[src/rtl/wb_ooo_slave.sv]
// wb_ooo_slave: Wishbone responder with tagged, pipelined requests that
// complete out of order. Accepted requests wait in a small slot buffer
// for an address-dependent latency (1/3/5/7 cycles from ADR_I[1:0]).
// A termination returns the tag of the request it ends. The block owns
// a local word memory. A request that arrives while every slot is busy
// is refused with RTY.
//
// Ports:
//   CLK_I, RST_I          clock, asynchronous active-high reset
//   CYC_I, STB_I, WE_I    cycle, strobe, write enable
//   ADR_I, DAT_I, SEL_I   word address, write data, byte enables
//   TGA_I                 request tag
//   DAT_O, TGD_O          read data, tag of the terminated request
//   ACK_O, ERR_O, RTY_O   normal termination, out-of-range termination, refusal
module wb_ooo_slave #(
  parameter int DAT_W     = 32,
  parameter int ADR_W     = 8,
  parameter int TAG_W     = 4,
  parameter int DEPTH     = 4,
  parameter int MEM_WORDS = 16
) (
  input  logic               CLK_I,
  input  logic               RST_I,
  input  logic               CYC_I,
  input  logic               STB_I,
  input  logic               WE_I,
  input  logic [ADR_W-1:0]   ADR_I,
  input  logic [DAT_W-1:0]   DAT_I,
  input  logic [DAT_W/8-1:0] SEL_I,
  input  logic [TAG_W-1:0]   TGA_I,
  output logic [DAT_W-1:0]   DAT_O,
  output logic [TAG_W-1:0]   TGD_O,
  output logic               ACK_O,
  output logic               ERR_O,
  output logic               RTY_O
);

  localparam int SEL_W  = DAT_W / 8;
  localparam int SLOT_W = (DEPTH > 1) ? $clog2(DEPTH) : 1;
  localparam int MIDX_W = (MEM_WORDS > 1) ? $clog2(MEM_WORDS) : 1;
  localparam logic [ADR_W:0] MEM_LIMIT = (ADR_W + 1)'(MEM_WORDS);

  logic [DEPTH-1:0] valid;
  logic [DEPTH-1:0] slot_we;
  logic [TAG_W-1:0] slot_tag [DEPTH];
  logic [ADR_W-1:0] slot_adr [DEPTH];
  logic [DAT_W-1:0] slot_dat [DEPTH];
  logic [SEL_W-1:0] slot_sel [DEPTH];
  logic [2:0]       slot_cnt [DEPTH];
  logic [DAT_W-1:0] mem [MEM_WORDS];

  logic              req;
  logic              refuse;
  logic              have_free;
  logic              have_ready;
  logic              in_range;
  logic [SLOT_W-1:0] free_idx;
  logic [SLOT_W-1:0] sel_idx;
  logic [MIDX_W-1:0] sel_word;

  // Downward scans so the lowest free / lowest ready index wins.
  always_comb begin
    req        = CYC_I & STB_I;
    have_free  = 1'b0;
    have_ready = 1'b0;
    free_idx   = '0;
    sel_idx    = '0;
    for (int unsigned i = DEPTH; i > 0; i--) begin
      if (!valid[i-1]) begin
        have_free = 1'b1;
        free_idx  = SLOT_W'(i - 1);
      end
      if (valid[i-1] && slot_cnt[i-1] == '0) begin
        have_ready = 1'b1;
        sel_idx    = SLOT_W'(i - 1);
      end
    end
    // Fullness is judged on the slot state before this edge, so a slot
    // terminating on this edge still counts as busy.
    refuse   = req & ~have_free;
    in_range = {1'b0, slot_adr[sel_idx]} < MEM_LIMIT;
    sel_word = slot_adr[sel_idx][MIDX_W-1:0];
  end

  always_ff @(posedge CLK_I or posedge RST_I) begin
    if (RST_I) begin
      valid   <= '0;
      slot_we <= '0;
      DAT_O   <= '0;
      TGD_O   <= '0;
      ACK_O   <= 1'b0;
      ERR_O   <= 1'b0;
      RTY_O   <= 1'b0;
      for (int unsigned i = 0; i < DEPTH; i++) begin
        slot_tag[i] <= '0;
        slot_adr[i] <= '0;
        slot_dat[i] <= '0;
        slot_sel[i] <= '0;
        slot_cnt[i] <= '0;
      end
      for (int unsigned w = 0; w < MEM_WORDS; w++) begin
        mem[w] <= '0;
      end
    end else begin
      DAT_O <= '0;
      TGD_O <= '0;
      ACK_O <= 1'b0;
      ERR_O <= 1'b0;
      RTY_O <= 1'b0;
      if (!CYC_I) begin
        valid <= '0;
      end else begin
        for (int unsigned i = 0; i < DEPTH; i++) begin
          if (valid[i] && slot_cnt[i] != '0) begin
            slot_cnt[i] <= slot_cnt[i] - 3'd1;
          end
        end
        if (refuse) begin
          RTY_O <= 1'b1;
          TGD_O <= TGA_I;
        end else if (have_ready) begin
          valid[sel_idx] <= 1'b0;
          TGD_O          <= slot_tag[sel_idx];
          if (!in_range) begin
            ERR_O <= 1'b1;
          end else begin
            ACK_O <= 1'b1;
            if (slot_we[sel_idx]) begin
              for (int unsigned b = 0; b < SEL_W; b++) begin
                if (slot_sel[sel_idx][b]) begin
                  mem[sel_word][8*b +: 8] <= slot_dat[sel_idx][8*b +: 8];
                end
              end
            end else begin
              DAT_O <= mem[sel_word];
            end
          end
        end
        if (req && have_free) begin
          valid[free_idx]    <= 1'b1;
          slot_we[free_idx]  <= WE_I;
          slot_tag[free_idx] <= TGA_I;
          slot_adr[free_idx] <= ADR_I;
          slot_dat[free_idx] <= DAT_I;
          slot_sel[free_idx] <= SEL_I;
          // Stored as latency-1 (0,2,4,6): a slot with zero count is
          // selectable on the next edge, giving 1/3/5/7 cycles overall.
          slot_cnt[free_idx] <= {ADR_I[1:0], 1'b0};
        end
      end
    end
  end

endmodule
[config.mk]
export PLATFORM = sky130hd
export DESIGN_NAME = wb_ooo_slave
export DESIGN_NICKNAME = d
export VERILOG_FILES = /design/src/rtl/wb_ooo_slave.sv
export SDC_FILE = /design/constraint.sdc
export NUM_CORES = 2
export LEC_CHECK = 0
export CORE_MARGIN = 8
export CORE_UTILIZATION = 40
export DETAILED_ROUTE_END_ITERATION = 10
export SKIP_CTS_REPAIR_TIMING = 1
export SYNTH_ARGS = -nofsm -noshare
export SYNTH_HDL_FRONTEND = slang
export SYNTH_SLANG_ARGS = --single-unit
export TNS_END_PERCENT = 1
[constraint.sdc]
create_clock -name CLK_I -period 23.6 [get_ports CLK_I]
set_clock_uncertainty 0.1 [all_clocks]
set_input_delay 2.36 -clock CLK_I [delete_from_list [all_inputs] [get_ports CLK_I]]
set_output_delay 2.36 -clock CLK_I [all_outputs]
set_load 0.05 [all_outputs]
==> metrics <==
outcome=completed; clk_lat worst skew=0.64 ns; uppermost routed layer=met5; worst r2r dst=mem[34]; RePlAce Congestion=0.747; Final nets=3177; sequential fraction of the synthesis area=0.548; H-tree Lvls=3; Slew Viols, Final=0; CTS Buf Count=83; Netlist cell types=68; metal3 WL=5000 µm; Worst Path Max Fanout=77; Seq cells post-synth=763; syn_area_per_cell=11.3 µm²; Startpoint Class=input port; max incr delay on CP=0.89 ns; Achievable Freq=161 MHz; Worst Max-Slew Pin Slew=1.10 ns; first-pass GRT wire length=148000 µm; count of input and output buffers=91; Synthesized Nets=3157; Post-synth EDFFs=0; GRT overflow=0; Worst slew margin=0.261; endpoints failing setup=0; WP depth=6; DRT iter0 DRCs=1923; CTS clk-pin slew, worst paths=0.06 ns; Required @ worst endpoint=24.11 ns; RSZ-0062 raised after global routing=no; Hold Fails Final Rpt=0; Worst Hold Depth=2; wl on met1=43200 µm; per-cell routed wire length=21.5 µm; Worst Path Buf+Inv=6; Met2 Wirelength=42400 µm; cell mode on critical path=buf_4; vias in the first global route=24400; maximum vdd drop=69.6 µV; largest net degree at the start of global routing=157; DR vias=23700; minimum clock period=6.23 ns; crit path launch=RST_I; drt via density=5.47; CTS Buffer Depth=3; ys flop type=dfrtp_1; post-synthesis cell area=34900 µm²; worst setup path endpoint=slot_dat[99]; yosys warns=0; R2R cell count=12; Max Cap Viol=0; die area=96900 µm²; Post-Route WL=93100 µm; FF-to-FF Start=slot_cnt[9]; Final TNS setup=0 ns; Final period util=0.264; CTS tree=yes; asr flop ratio synth=1.00; initial antenna violation count=2; initial core utilization=0.402; Leakage=18.6 nW; Worst Setup End Kind=async pin; cell taking the most area after synthesis=dfrtp_1; HPWL Detailed=56200 µm; share of the synthesized area in the top cell type=0.548; Die H=311 µm; synthesis-to-layout area growth=13.7%; layout cells sized above 1=0.274; CP Data Arrival Time=6.74 ns; CP cell instances=clkdlybuf4s50_1 -> clkinvlp_4 -> buf_4 -> buf_4 -> buf_4 -> buf_4; Placed Area=36900 µm²; Area contributors post-synth=dfrtp_1 55%, mux2_2 19%, nand2_1 8.9%, nand3_1 3.8%, nor4_4 1.9%; Clock Tree Root=clkbuf_16; DRC Markers=0; FP Rows=108; R2R setup slack=17.87 ns; Critical Path Slowest Stage Cell=buf_4; cells after synthesis=3096; delay-heaviest family, CP=buffers and inverters; global-route usage over all layers=0.191; worst hold-check path type=flop to flop; fillers=8054; Pwr Density=84.1 nW/µm²; drt pass-1 iters=10; kind of critical path=input port to async pin; IO Pins=92; chip width=311 µm; core region area=86600 µm²; clock sink total=763; min-delay src=slot_adr[8]; Routed Antenna Nets=0; fin area=39600 µm²
## placed cells by master, fill, tap and decap left out, types with 9 or more instances in the layout
master           Yosys  layout
clkbuf_1           163      24
buf_4                5      48
o21ai_0             11      11
clkbuf_8             0      13
dfrtp_1            763     763
nor4_4              31      31
clkdlybuf4s50_1      0      91
clkbuf_16            0      83
nand2_1            823     823
o211ai_1            33      33
nand3_1            265     265
mux2i_1             35      35
and3_1              16      16
nor2_2              32      36
a222oi_1            29      29
mux2_2             600     600
nor2_1              30      25
a22oi_1              9       9
a221o_1             16      16
inv_1               12      11
a21oi_1             43      43
a311o_1             15      15
## worst register-to-register path, delay by kind of cell (launching register included)
kind,cells,cell delay [ns]
adders and majority gates,1,0.24
muxes,1,0.41
AOI/OAI and AO/OA,2,0.42
buffers and inverters,4,1.79
DFF,1,0.35
and+or+nand+nor,4,2.30
## power by group
| group | switching [mW] | internal, mW |
|---|---|---|
| clock | 0.529 | 0.777 |
| sequential | 0.0453 | 1.39 |
| combinational | 0.447 | 0.145 |
## flip-flops by register name (all words and copies together), names as in the netlist
| name | count |
|---|---|
| slot_adr | 32 |
| slot_sel | 16 |
| slot_cnt | 12 |
| RTY_O | 1 |
| TGD_O | 4 |
| ERR_O | 1 |
| slot_tag | 16 |
| DAT_O | 32 |
| slot_dat | 128 |
| slot_we | 4 |
| ACK_O | 1 |
| valid | 4 |
| mem | 512 |
## layout make-up
cell class                      instances  area [µm²]  area share
Multi-Input combinational cell       2116       15000       0.379
Sequential cell                       763       19100       0.482
Clock buffer                          120        2350      0.0592
Antenna cell                            2        5.00    0.000126
Timing Repair Buffer                  140        1290      0.0326
Clock inverter                         25         359     0.00906
Tap cell                             1155        1450      0.0365
Inverter                               12        48.8     0.00123
## synth_stat cells (4+ instances only)
cell / instances
nand2_1: 823
dfrtp_1: 763
mux2_2: 600
nand3_1: 265
clkbuf_1: 163
a21oi_1: 43
mux2i_1: 35
o211ai_1: 33
nor2_2: 32
nor4_4: 31
nor2_1: 30
a222oi_1: 29
buf_1: 19
buf_2: 18
a221o_1: 16
and3_1: 16
a311o_1: 15
inv_1: 12
o21ai_0: 11
a22oi_1: 9
nor3_1: 9
o22ai_1: 9
ha_1: 8
mux2_1: 8
a22o_1: 7
o31ai_1: 7
a21o_1: 5
buf_4: 5
nand2b_1: 5
nand3b_1: 4
nand4_4: 4
## through the flow
step	hold slack, ns	setup slack (ns)	util	instances	power [mW]
detailed placement	0.360	16.50	0.426	4186	2.05
floorplan	0.338	10.68	-	3096	1.84
finish	0.374	17.37	0.457	4333	3.33
global route	0.396	16.68	0.457	4331	3.48
CTS	0.376	17.18	0.457	4331	3.36
global placement	0.354	16.53	0.426	4186	2.04
## worst min path at each step
stage | to | slack (ns)
2_1_floorplan | slot_adr[18] | 0.34
3_3_place_gp | slot_adr[15] | 0.35
3_5_place_dp | slot_adr[15] | 0.36
4_1_cts | slot_adr[8] | 0.38
5_1_grt | slot_dat[53] | 0.40
6_report | slot_adr[8] | 0.37
## layer usage
metal / GRT usage / vias up
li1: - / 10800
met1: 0.272 / 12100
met2: 0.297 / 566
met3: 0.0324 / 136
met4: 0.0585 / 2
met5: 0 / -
## cell families after synthesis
logic type / Yosys count / share of synthesized area
compound gates: 209 / 0.0469
xor+xnor: 3 / 0.000754
fa+ha+maj: 8 / 0.00287
buf+inv: 217 / 0.0245
flops: 763 / 0.548
mux: 643 / 0.206
simple gates: 1253 / 0.171
(Power assumes the default switching activity.)
